<file path="config.mk">
export PLATFORM = sky130hd
export DESIGN_NAME = rom_dl_sequencer_flat
export DESIGN_NICKNAME = d
export VERILOG_FILES = /design/src/rtl/rom_dl_sequencer_pkg.sv /design/src/rtl/rom_dl_sequencer_if.sv /design/src/rtl/rom_region_decode.sv /design/src/rtl/rom_dl_sequencer.sv /design/src/flat_wrapper.sv
export SDC_FILE = /design/constraint.sdc
export NUM_CORES = 1
export LEC_CHECK = 0
export ABC_AREA = 1
export CORE_ASPECT_RATIO = 0.7
export CORE_MARGIN = 2
export CORE_UTILIZATION = 35
export DETAILED_ROUTE_END_ITERATION = 8
export GPL_TIMING_DRIVEN = 0
export PLACE_DENSITY = 0.7
export RECOVER_POWER = 100
export SETUP_SLACK_MARGIN = 0.1
export SLEW_MARGIN = 20
export SYNTH_ARGS = -nofsm -noshare
export SYNTH_HDL_FRONTEND = slang
export SYNTH_SLANG_ARGS = --single-unit
</file>
<file path="constraint.sdc">
create_clock -name clk_sys -period 3.5 [get_ports clk_sys]
set_input_delay 1.05 -clock clk_sys [delete_from_list [all_inputs] [get_ports clk_sys]]
set_output_delay 1.05 -clock clk_sys [all_outputs]
set_load 0.01 [all_outputs]
</file>
<file path="src/rtl/rom_dl_sequencer_pkg.sv">
// Shared types and default ROM map constants for the download sequencer.
// The defaults describe the Squash ROM image: four regions packed into 64 KiB.
package rom_dl_pkg;

   // Width of the hps_io byte address bus.
   localparam int unsigned IOCTL_AW = 25;

   // Default local address width and region bases for the Squash ROM map.
   localparam int unsigned DEF_ADDR_W      = 17;
   localparam int unsigned DEF_R1_BASE     = 32'h0_8000;
   localparam int unsigned DEF_R2_BASE     = 32'h0_C000;
   localparam int unsigned DEF_R3_BASE     = 32'h0_E000;
   localparam int unsigned DEF_TOTAL_BYTES = 32'h1_0000;
   localparam int unsigned DEF_SETTLE_CYC  = 16;

   localparam int unsigned NUM_REGIONS = 4;

   typedef enum logic [2:0] {
      StIdle,
      StLoad,
      StSettle,
      StRun,
      StError
   } dl_state_e;

   typedef logic [1:0] region_t;

   // One-hot write strobe for a region index.
   function automatic logic [NUM_REGIONS-1:0] region_onehot(input region_t r);
      logic [NUM_REGIONS-1:0] oh;
      oh    = '0;
      oh[r] = 1'b1;
      return oh;
   endfunction

endpackage

</file>
<file path="src/rtl/rom_dl_sequencer_if.sv">
// Download-side bus: hps_io ioctl byte stream in, region-decoded ROM writes out.
// master = hps_io/core side, slave = the sequencer.
interface rom_dl_sequencer_if
   import rom_dl_pkg::*;
#(
   parameter int unsigned ADDR_W = DEF_ADDR_W
) ();

   logic                ioctl_download;
   logic                ioctl_wr;
   logic [IOCTL_AW-1:0] ioctl_addr;
   logic [7:0]          ioctl_dout;

   logic [ADDR_W-1:0]      dn_addr;
   logic [7:0]             dn_data;
   logic [NUM_REGIONS-1:0] dn_we;

   modport master (
      output ioctl_download,
      output ioctl_wr,
      output ioctl_addr,
      output ioctl_dout,
      input  dn_addr,
      input  dn_data,
      input  dn_we
   );

   modport slave (
      input  ioctl_download,
      input  ioctl_wr,
      input  ioctl_addr,
      input  ioctl_dout,
      output dn_addr,
      output dn_data,
      output dn_we
   );

endinterface

</file>
<file path="src/rtl/rom_region_decode.sv">
// Combinational image-address decode: picks the ROM region, the offset inside
// it, and whether the address lies inside the expected image at all.
module rom_region_decode
   import rom_dl_pkg::*;
#(
   parameter int unsigned ADDR_W      = DEF_ADDR_W,
   parameter int unsigned R1_BASE     = DEF_R1_BASE,
   parameter int unsigned R2_BASE     = DEF_R2_BASE,
   parameter int unsigned R3_BASE     = DEF_R3_BASE,
   parameter int unsigned TOTAL_BYTES = DEF_TOTAL_BYTES
) (
   input  logic [IOCTL_AW-1:0] addr,
   output region_t             region,
   output logic [ADDR_W-1:0]   offset,
   output logic                in_range
);

   logic [IOCTL_AW-1:0] base;

   // Highest matching base wins; region 0 starts at address 0.
   always_comb begin
      region = 2'd0;
      base   = '0;
      if (addr >= IOCTL_AW'(R3_BASE)) begin
         region = 2'd3;
         base   = IOCTL_AW'(R3_BASE);
      end else if (addr >= IOCTL_AW'(R2_BASE)) begin
         region = 2'd2;
         base   = IOCTL_AW'(R2_BASE);
      end else if (addr >= IOCTL_AW'(R1_BASE)) begin
         region = 2'd1;
         base   = IOCTL_AW'(R1_BASE);
      end
      offset   = ADDR_W'(addr - base);
      in_range = addr < IOCTL_AW'(TOTAL_BYTES);
   end

endmodule

</file>
<file path="src/rtl/rom_dl_sequencer.sv">
// ROM download sequencer: forwards ioctl bytes to the four core ROM regions,
// keeps a byte count and additive checksum, validates image length, and owns
// the core reset (held until a good image has loaded and settled).
module rom_dl_sequencer
   import rom_dl_pkg::*;
#(
   parameter int unsigned ADDR_W      = DEF_ADDR_W,
   parameter int unsigned R1_BASE     = DEF_R1_BASE,
   parameter int unsigned R2_BASE     = DEF_R2_BASE,
   parameter int unsigned R3_BASE     = DEF_R3_BASE,
   parameter int unsigned TOTAL_BYTES = DEF_TOTAL_BYTES,
   parameter int unsigned SETTLE_CYC  = DEF_SETTLE_CYC
) (
   input  logic              clk_sys,
   input  logic              reset,
   rom_dl_sequencer_if.slave dl,
   input  logic              user_reset,
   output logic              core_reset,
   output logic [ADDR_W:0]   byte_cnt,
   output logic [7:0]        checksum,
   output logic              dl_ok,
   output logic              dl_err
);

   localparam int unsigned SETTLE_W = (SETTLE_CYC > 1) ? $clog2(SETTLE_CYC) : 1;

   dl_state_e           state_q;
   logic                download_q;
   logic                ovf_q;
   logic [SETTLE_W-1:0] settle_q;

   region_t           wr_region;
   logic [ADDR_W-1:0] wr_offset;
   logic              wr_in_range;

   logic            dl_rise;
   logic            dl_fall;
   logic            wr_ok;
   logic            wr_bad;
   logic            ovf_d;
   logic            cnt_sat;
   logic [ADDR_W:0] cnt_d;
   logic            len_ok;

   rom_region_decode #(
      .ADDR_W      (ADDR_W),
      .R1_BASE     (R1_BASE),
      .R2_BASE     (R2_BASE),
      .R3_BASE     (R3_BASE),
      .TOTAL_BYTES (TOTAL_BYTES)
   ) u_decode (
      .addr     (dl.ioctl_addr),
      .region   (wr_region),
      .offset   (wr_offset),
      .in_range (wr_in_range)
   );

   // Edge detect, write qualification and the length verdict, which must see
   // a write landing in the same cycle as the download falling edge.
   always_comb begin
      dl_rise = dl.ioctl_download & ~download_q;
      dl_fall = ~dl.ioctl_download & download_q;
      wr_ok   = (state_q == StLoad) & dl.ioctl_wr & wr_in_range;
      wr_bad  = (state_q == StLoad) & dl.ioctl_wr & ~wr_in_range;
      ovf_d   = ovf_q | wr_bad;
      cnt_sat = &byte_cnt;
      cnt_d   = byte_cnt;
      if (wr_ok && !cnt_sat) begin
         cnt_d = byte_cnt + (ADDR_W + 1)'(1);
      end
      len_ok = (cnt_d == (ADDR_W + 1)'(TOTAL_BYTES)) & ~ovf_d;
   end

   // Sequencer FSM with all outputs registered; a download rising edge
   // restarts loading from any state.
   always_ff @(posedge clk_sys) begin
      if (reset) begin
         state_q    <= StIdle;
         download_q <= 1'b0;
         ovf_q      <= 1'b0;
         settle_q   <= '0;
         dl.dn_we   <= '0;
         dl.dn_addr <= '0;
         dl.dn_data <= '0;
         byte_cnt   <= '0;
         checksum   <= '0;
         dl_ok      <= 1'b0;
         dl_err     <= 1'b0;
         core_reset <= 1'b1;
      end else begin
         download_q <= dl.ioctl_download;
         dl.dn_we   <= '0;
         if (dl_rise) begin
            state_q    <= StLoad;
            ovf_q      <= 1'b0;
            byte_cnt   <= '0;
            checksum   <= '0;
            dl_ok      <= 1'b0;
            dl_err     <= 1'b0;
            core_reset <= 1'b1;
         end else begin
            unique case (state_q)
               StIdle: begin
                  core_reset <= 1'b1;
               end
               StLoad: begin
                  core_reset <= 1'b1;
                  ovf_q      <= ovf_d;
                  if (wr_ok) begin
                     dl.dn_we   <= region_onehot(wr_region);
                     dl.dn_addr <= wr_offset;
                     dl.dn_data <= dl.ioctl_dout;
                     byte_cnt   <= cnt_d;
                     checksum   <= checksum + dl.ioctl_dout;
                  end
                  if (dl_fall) begin
                     if (len_ok) begin
                        dl_ok    <= 1'b1;
                        settle_q <= SETTLE_W'(SETTLE_CYC - 1);
                        state_q  <= StSettle;
                     end else begin
                        dl_err  <= 1'b1;
                        state_q <= StError;
                     end
                  end
               end
               StSettle: begin
                  if (settle_q == '0) begin
                     state_q    <= StRun;
                     core_reset <= 1'b0;
                  end else begin
                     settle_q   <= settle_q - SETTLE_W'(1);
                     core_reset <= 1'b1;
                  end
               end
               StRun: begin
                  core_reset <= user_reset;
               end
               StError: begin
                  core_reset <= 1'b1;
               end
               default: begin
                  state_q    <= StIdle;
                  core_reset <= 1'b1;
               end
            endcase
         end
      end
   end

endmodule

</file>
<file path="src/flat_wrapper.sv">
// flat-port wrapper written by rule: the top's interface ports become plain ports
module rom_dl_sequencer_flat import rom_dl_pkg::*;
#(
   parameter int unsigned ADDR_W      = DEF_ADDR_W,
   parameter int unsigned R1_BASE     = DEF_R1_BASE,
   parameter int unsigned R2_BASE     = DEF_R2_BASE,
   parameter int unsigned R3_BASE     = DEF_R3_BASE,
   parameter int unsigned TOTAL_BYTES = DEF_TOTAL_BYTES,
   parameter int unsigned SETTLE_CYC  = DEF_SETTLE_CYC
)
  (clk_sys, reset, user_reset, core_reset, byte_cnt, checksum, dl_ok, dl_err, dl_ioctl_download, dl_ioctl_wr, dl_ioctl_addr, dl_ioctl_dout, dl_dn_addr, dl_dn_data, dl_dn_we);
  rom_dl_sequencer_if #(.ADDR_W(ADDR_W)) dl_i ();
  input  logic clk_sys;
  input  logic reset;
  input  logic user_reset;
  output logic core_reset;
  output logic [ADDR_W:0] byte_cnt;
  output logic [7:0] checksum;
  output logic dl_ok;
  output logic dl_err;
  input wire logic [$bits(dl_i.ioctl_download)-1:0] dl_ioctl_download;
  input wire logic [$bits(dl_i.ioctl_wr)-1:0] dl_ioctl_wr;
  input wire logic [$bits(dl_i.ioctl_addr)-1:0] dl_ioctl_addr;
  input wire logic [$bits(dl_i.ioctl_dout)-1:0] dl_ioctl_dout;
  output wire logic [$bits(dl_i.dn_addr)-1:0] dl_dn_addr;
  output wire logic [$bits(dl_i.dn_data)-1:0] dl_dn_data;
  output wire logic [$bits(dl_i.dn_we)-1:0] dl_dn_we;
  assign dl_i.ioctl_download = dl_ioctl_download;
  assign dl_i.ioctl_wr = dl_ioctl_wr;
  assign dl_i.ioctl_addr = dl_ioctl_addr;
  assign dl_i.ioctl_dout = dl_ioctl_dout;
  assign dl_dn_addr = dl_i.dn_addr;
  assign dl_dn_data = dl_i.dn_data;
  assign dl_dn_we = dl_i.dn_we;
  rom_dl_sequencer #(.ADDR_W(ADDR_W), .R1_BASE(R1_BASE), .R2_BASE(R2_BASE), .R3_BASE(R3_BASE), .TOTAL_BYTES(TOTAL_BYTES), .SETTLE_CYC(SETTLE_CYC)) u_core (.clk_sys(clk_sys), .reset(reset), .dl(dl_i), .user_reset(user_reset), .core_reset(core_reset), .byte_cnt(byte_cnt), .checksum(checksum), .dl_ok(dl_ok), .dl_err(dl_err));
endmodule
</file>
### Yosys cells after proc, flatten, opt, wreduce, memory -nomap -nowiden

Cells that the tools add are included.

* bits of input ports: 38
* ROM bits: 0
* latch bits: 0
* register bits: 67
* RAM bits: 0
* memories: 0

* mux-type cells: 20
* divide/modulo/power cells: 0
* shift operators: 0
* $mul: 0
* $add $sub $neg: 4
* magnitude comparators: 6
* equal/unequal tests: 12
* reductions and logical operators: 17
* bitwise logic cells: 16

Operators with widths (number)
* >= comparator 25 x 16 -> 1 bit (second input constant): 3
* two-way mux 16 bit: 3
* < comparator 25 x 17 -> 1 bit (second input constant): 1
* adder 18 x 1 -> 18 bit (second input constant): 1
* == test 18 x 17 -> 1 bit (second input constant): 1
* two-way mux 18 bit: 1
* AND reduction 18 bit: 1
* subtractor 17 bit: 1
* AND reduction 3 bit: 5
* two-way mux 4 bit: 3
* two-way mux 3 bit: 3
* NOT 1 bit: 9
* case mux 3 bit (3 select lines): 1
* adder 8 bit: 1
* != test 2 x 1 -> 1 bit (second input constant): 4
* case mux 4 bit (2 select lines): 1
* bitwise AND 1 bit: 6
* == test 3 x 2 -> 1 bit (second input constant): 2
* != test 3 x 1 -> 1 bit (second input constant): 2
* AND reduction 5 bit: 1
* logical NOT 4 bit: 1
* two-way mux 1 bit: 4
* two-way mux 2 bit: 2
* OR reduction 4 bit: 1
* 16 further kinds: 17

### Logic depth before layout (Yosys ltp)

* depth in word-level cells: 11
* mapped depth: 18
* depth with buffers taken out: 18

### Modules after synthesis

A second synthesis with hierarchy kept.

* cell total of the unflattened synthesis: 535
* area total of the unflattened synthesis: 3688.5 µm²

Modules (own cells, without submodules)
* rom_dl_sequencer: times used 1, area each 3384.5 µm², cells each 484
* rom_region_decode: times used 1, area each 304.0 µm², cells each 51

### Worst setup path before layout

No wires, ideal clock.

* path type: in2reg
* from: in dl_ioctl_addr[10]
* to: reg u_core.dl.dn_addr[15]
* library setup time: 0.128 ns
* arrival time: 2.951 ns
* data required time: 3.372 ns
* stages on the path: 10
* setup slack: 0.421 ns
* cells stage by stage: or4_1 nor4_1 nand3_1 o211ai_1 ha_1 inv_1 fa_1 xor2_1 o21ai_0 a21oi_1

* cells in the longest elaborated chain, start to end: 5
* elaborated cells on any way between the ends: 10
* those cells by class: add/sub: 1; order compare: 4; mux: 3; bitwise: 1; reduce/logical: 1

RTL lines
* start, declared: RTL line flat_wrapper.sv:23 `input wire logic [$bits(dl_i.ioctl_addr)-1:0] dl_ioctl_addr;`
* >= comparator 25 x 16 -> 1 bit: RTL line rom_region_decode.sv:30 `end else if (addr >= IOCTL_AW'(R1_BASE)) begin`
* two-way mux 16 bit: RTL line rom_region_decode.sv:30
* two-way mux 16 bit: RTL line rom_region_decode.sv:27 `end else if (addr >= IOCTL_AW'(R2_BASE)) begin`
* two-way mux 16 bit: RTL line rom_region_decode.sv:24 `if (addr >= IOCTL_AW'(R3_BASE)) begin`
* subtractor 17 bit: RTL line rom_region_decode.sv:34 `offset = ADDR_W'(addr - base);`
* end signal, assigned: RTL line rom_dl_sequencer.sv:111 `dl.dn_addr <= wr_offset;`
* end, declared: RTL line rom_dl_sequencer_if.sv:33 `output dn_addr,`

Several ways; a longest one is shown, not always the timed one.
A chain may end at the register's enable or synchronous reset.

### Worst setup path in the final report

* from: in dl_ioctl_addr[9]
* to: reg u_core.dl.dn_addr[15]

Same word-level chain as after synthesis.

==> out/results.tsv <==
metric	value	unit
Async SR Flop Fraction	0	
max frequency	299	MHz
cell family with most CP delay	simple AND/OR/NAND/NOR gates	
drt first pass iters	5	
Tcrit/Tclk final	0.955	
Worst Tran Pin Value	778	ps
Wirelength per Cell	13.4	µm
Post-synth EDFFs	0	
syn_nets	573	
Post-Place Setup Slack	-272	ps
ant diodes	0	
GRT Resource Usage Total	0.191	
global-route wire length before repair	16.9	mm
Primary FF master, synth	dfxtp_1	
Yosys reg bits	67	
crit path kind	input port to flip-flop	
Final Hold Fails	0	
crit end category	flip-flop	
FP Rows	30	
Die X	125	µm
Placeable Area	0.00983	mm²
placed cells	744	
Post-DP HPWL	8.01	mm
Cell Chain, Critical Path	clkdlybuf4s50_1 > or4_4 > nor4_4 > nand3_2 > o211ai_1 > ha_1 > inv_1 > fa_2 > xor2_1 > o21ai_1 > a21oi_1	
Area contributors post-synth	dfxtp_1 (37%), nand2_1 (10%), inv_1 (9.0%), a21oi_1 (7.5%), nor2_1 (6.7%)	
Multi-input gate area	0.00189	mm²
Internal Power	0.00135	W
Syn Std Cell Area	0.00360	mm²
Psw	0.000396	W
CP max-delay cell	or4_4	
Synth Warn #	0	
Worst Skew	6.21	ps
Clock Sinks	67	
antenna violations before repair	0	
top cells by count, synth	nand2_1 (96), inv_1 (86), dfxtp_1 (67)	
routed wire length	10.2	mm
most common cell in the netlist	nand2_1	
post-synthesis cell type count	37	
largest net degree at the start of global routing	11	
via/cell ratio	4.80	
RSZ-0062 raised after global routing	no	
sequential power share	0.446	
Root Driver	clkbuf_16	
status	complete, no violations	
register area share after synthesis	0.373	
Max Slew Vio Count	0	
clock power share	0.469	
Initial Util	0.366	
GP Congestion	0.920	
DR vias	3653	
Post-DP Area	0.00471	mm²
Critical Path Source Type	input port	
largest area contributor in the netlist	dfxtp_1	
die area	0.0111	mm²
Longest Clk Path Bufs	2	
Post-Synthesis Cells	521	
Num CTS Buffers	9	
type of the tightest min-delay check	flip-flop to flip-flop	
post-synth top area share	0.373	
FF/Latch Area	0.00134	mm²
Avg Inst Size Synth	6.90	µm²
height of the die	88.8	µm
Max Cap Viol	0	
TritonCTS clock tree	yes	
CP max FO	2	
CP peak stage delay	560	ps
fin area	0.00503	mm²
clk_lat worst skew	320	ps
DRC	0	
GRT overflow	0	
Initial DRC Count	218	
VDD IR-drop max	232	µV
fin worst setup slack	158	ps
Net Sw Frac	0.227	
fillers	958	
min Tclk post-route	3340	ps
# setup viols final	0	
number of hold buffers added after CTS	0	
CP required	3700	ps
Comb pwr share	0.085	
Hold WS	440	ps
CP bufs+invs	2	
# IOs	96	
Clk pin slew, worst setup/hold paths	50	ps
Routed Antenna Nets	0	
Non-Filler Instances	761	
relative slew slack	0.478	
nets	682	
crit path DAT	3540	ps
Clock H-tree levels	3	
layout cell share with drive strength beyond 1	0.0553	
leakage	2.20	nW
PD cells	348	mW/mm²
number of global-route vias before repair	3397	
Port Buffers	95	
Area Growth Syn to Fin	39.7	%
-- area by class of cell --
type | instances | share of cell area
flip-flops and latches | 67 | 0.267
inverters | 87 | 0.0655
plain buffers | 14 | 0.0122
clock inverters | 2 | 0.00249
multi-input cells | 353 | 0.376
well taps | 128 | 0.0319
clock buffers | 12 | 0.0510
repair buffers | 98 | 0.194
-- path summary, 6_finish.rpt --
| check | startpoint | to | slack (ps) | depth (start not counted) |
|---|---|---|---|---|
| worst min-delay path | u_core.dl.dn_addr[13] | u_core.dl.dn_addr[13] | 440 | 2 |
| worst max register to register | u_core.byte_cnt[0] | u_core.settle_q[1] | 790 | 15 |
| worst max-delay path | dl_ioctl_addr[9] | u_core.dl.dn_addr[15] | 160 | 11 |
| worst min register to register | u_core.dl.dn_addr[13] | u_core.dl.dn_addr[13] | 440 | 2 |
-- power groups by stage --
| stage | combinational (W) | clock [W] | sequential [W] |
|---|---|---|---|
| floorplan | 0.0000782 | 0 | 0.000794 |
| global placement | 0.000142 | 0 | 0.000794 |
| detailed placement | 0.000146 | 0 | 0.000795 |
| CTS | 0.000147 | 0.000829 | 0.000779 |
| global route | 0.000169 | 0.000871 | 0.000779 |
| finish | 0.000149 | 0.000819 | 0.000779 |
-- worst reg2reg max path, delay by kind of cell, from the launching register on --
| family | cells | cell delay [ps] |
|---|---|---|
| AOI/OAI and AO/OA | 1 | 150 |
| adders and majority gates | 1 | 290 |
| buffers and inverters | 1 | 170 |
| DFF | 1 | 450 |
| and+or+nand+nor | 12 | 1560 |
-- registers in the layout (all words and copies together) (netlist names) --
name	cells
u_core.byte_cnt	18
u_core.dl.dn_addr	17
u_core.checksum	8
u_core.dl.dn_data	8
u_core.dl.dn_we	4
u_core.settle_q	4
u_core.state_q	3
u_core.core_reset	1
u_core.dl_err	1
u_core.dl_ok	1
u_core.download_q	1
u_core.ovf_q	1
-- per-layer routing --
metal	global-route usage	vias to the layer above	wire length, µm	share of wire
met3	0.0520	18	579	0.057
met1	0.264	1662	5060	0.49
met4	0.0697	0	195	0.019
met5	0	-	0	0
met2	0.287	105	4400	0.43
li1	-	1868	-	-
-- cell families after synthesis --
family                     share of synthesized area
AOI/OAI and AO/OA                              0.144
xor gates and xnor gates                      0.0463
adders and majority gates                     0.0529
buffers and inverters                          0.108
DFF                                            0.373
and+or+nand+nor                                0.276
-- cells in the final DEF (no fill, tap or decap), types with 3 or more instances in the layout --
master,count
nor3_1,8
nor4_1,3
nand3_1,27
inv_1,86
buf_4,3
nand4_1,3
xnor2_1,8
clkbuf_1,13
nor2_1,65
dlygate4sd3_1,60
o21ai_0,36
a21oi_1,54
nand2_1,96
xor2_1,11
dfxtp_1,67
ha_1,12
clkbuf_16,9
o21ai_1,4
clkdlybuf4s50_1,35
-- per-stage QoR --
stage               utilization  total power [W]  setup TNS (ps)
detailed placement        0.479         0.000941           -1120
finish                    0.511          0.00175               0
global placement          0.479         0.000936            -691
floorplan                     -         0.000872               0
global route              0.511          0.00182               0
CTS                       0.507          0.00176               0
-- repair_timing --
| action | 4_1_cts | 5_1_grt |
|---|---|---|
| endpoints found under the setup margin | 1 | 8 |
| buffers inserted | 1 | 2 |
| endpoints found under the hold margin | 0 | 0 |
| resized for setup | 0 | 9 |
| pin swaps | 2 | 6 |
(Power assumes the default switching activity.)
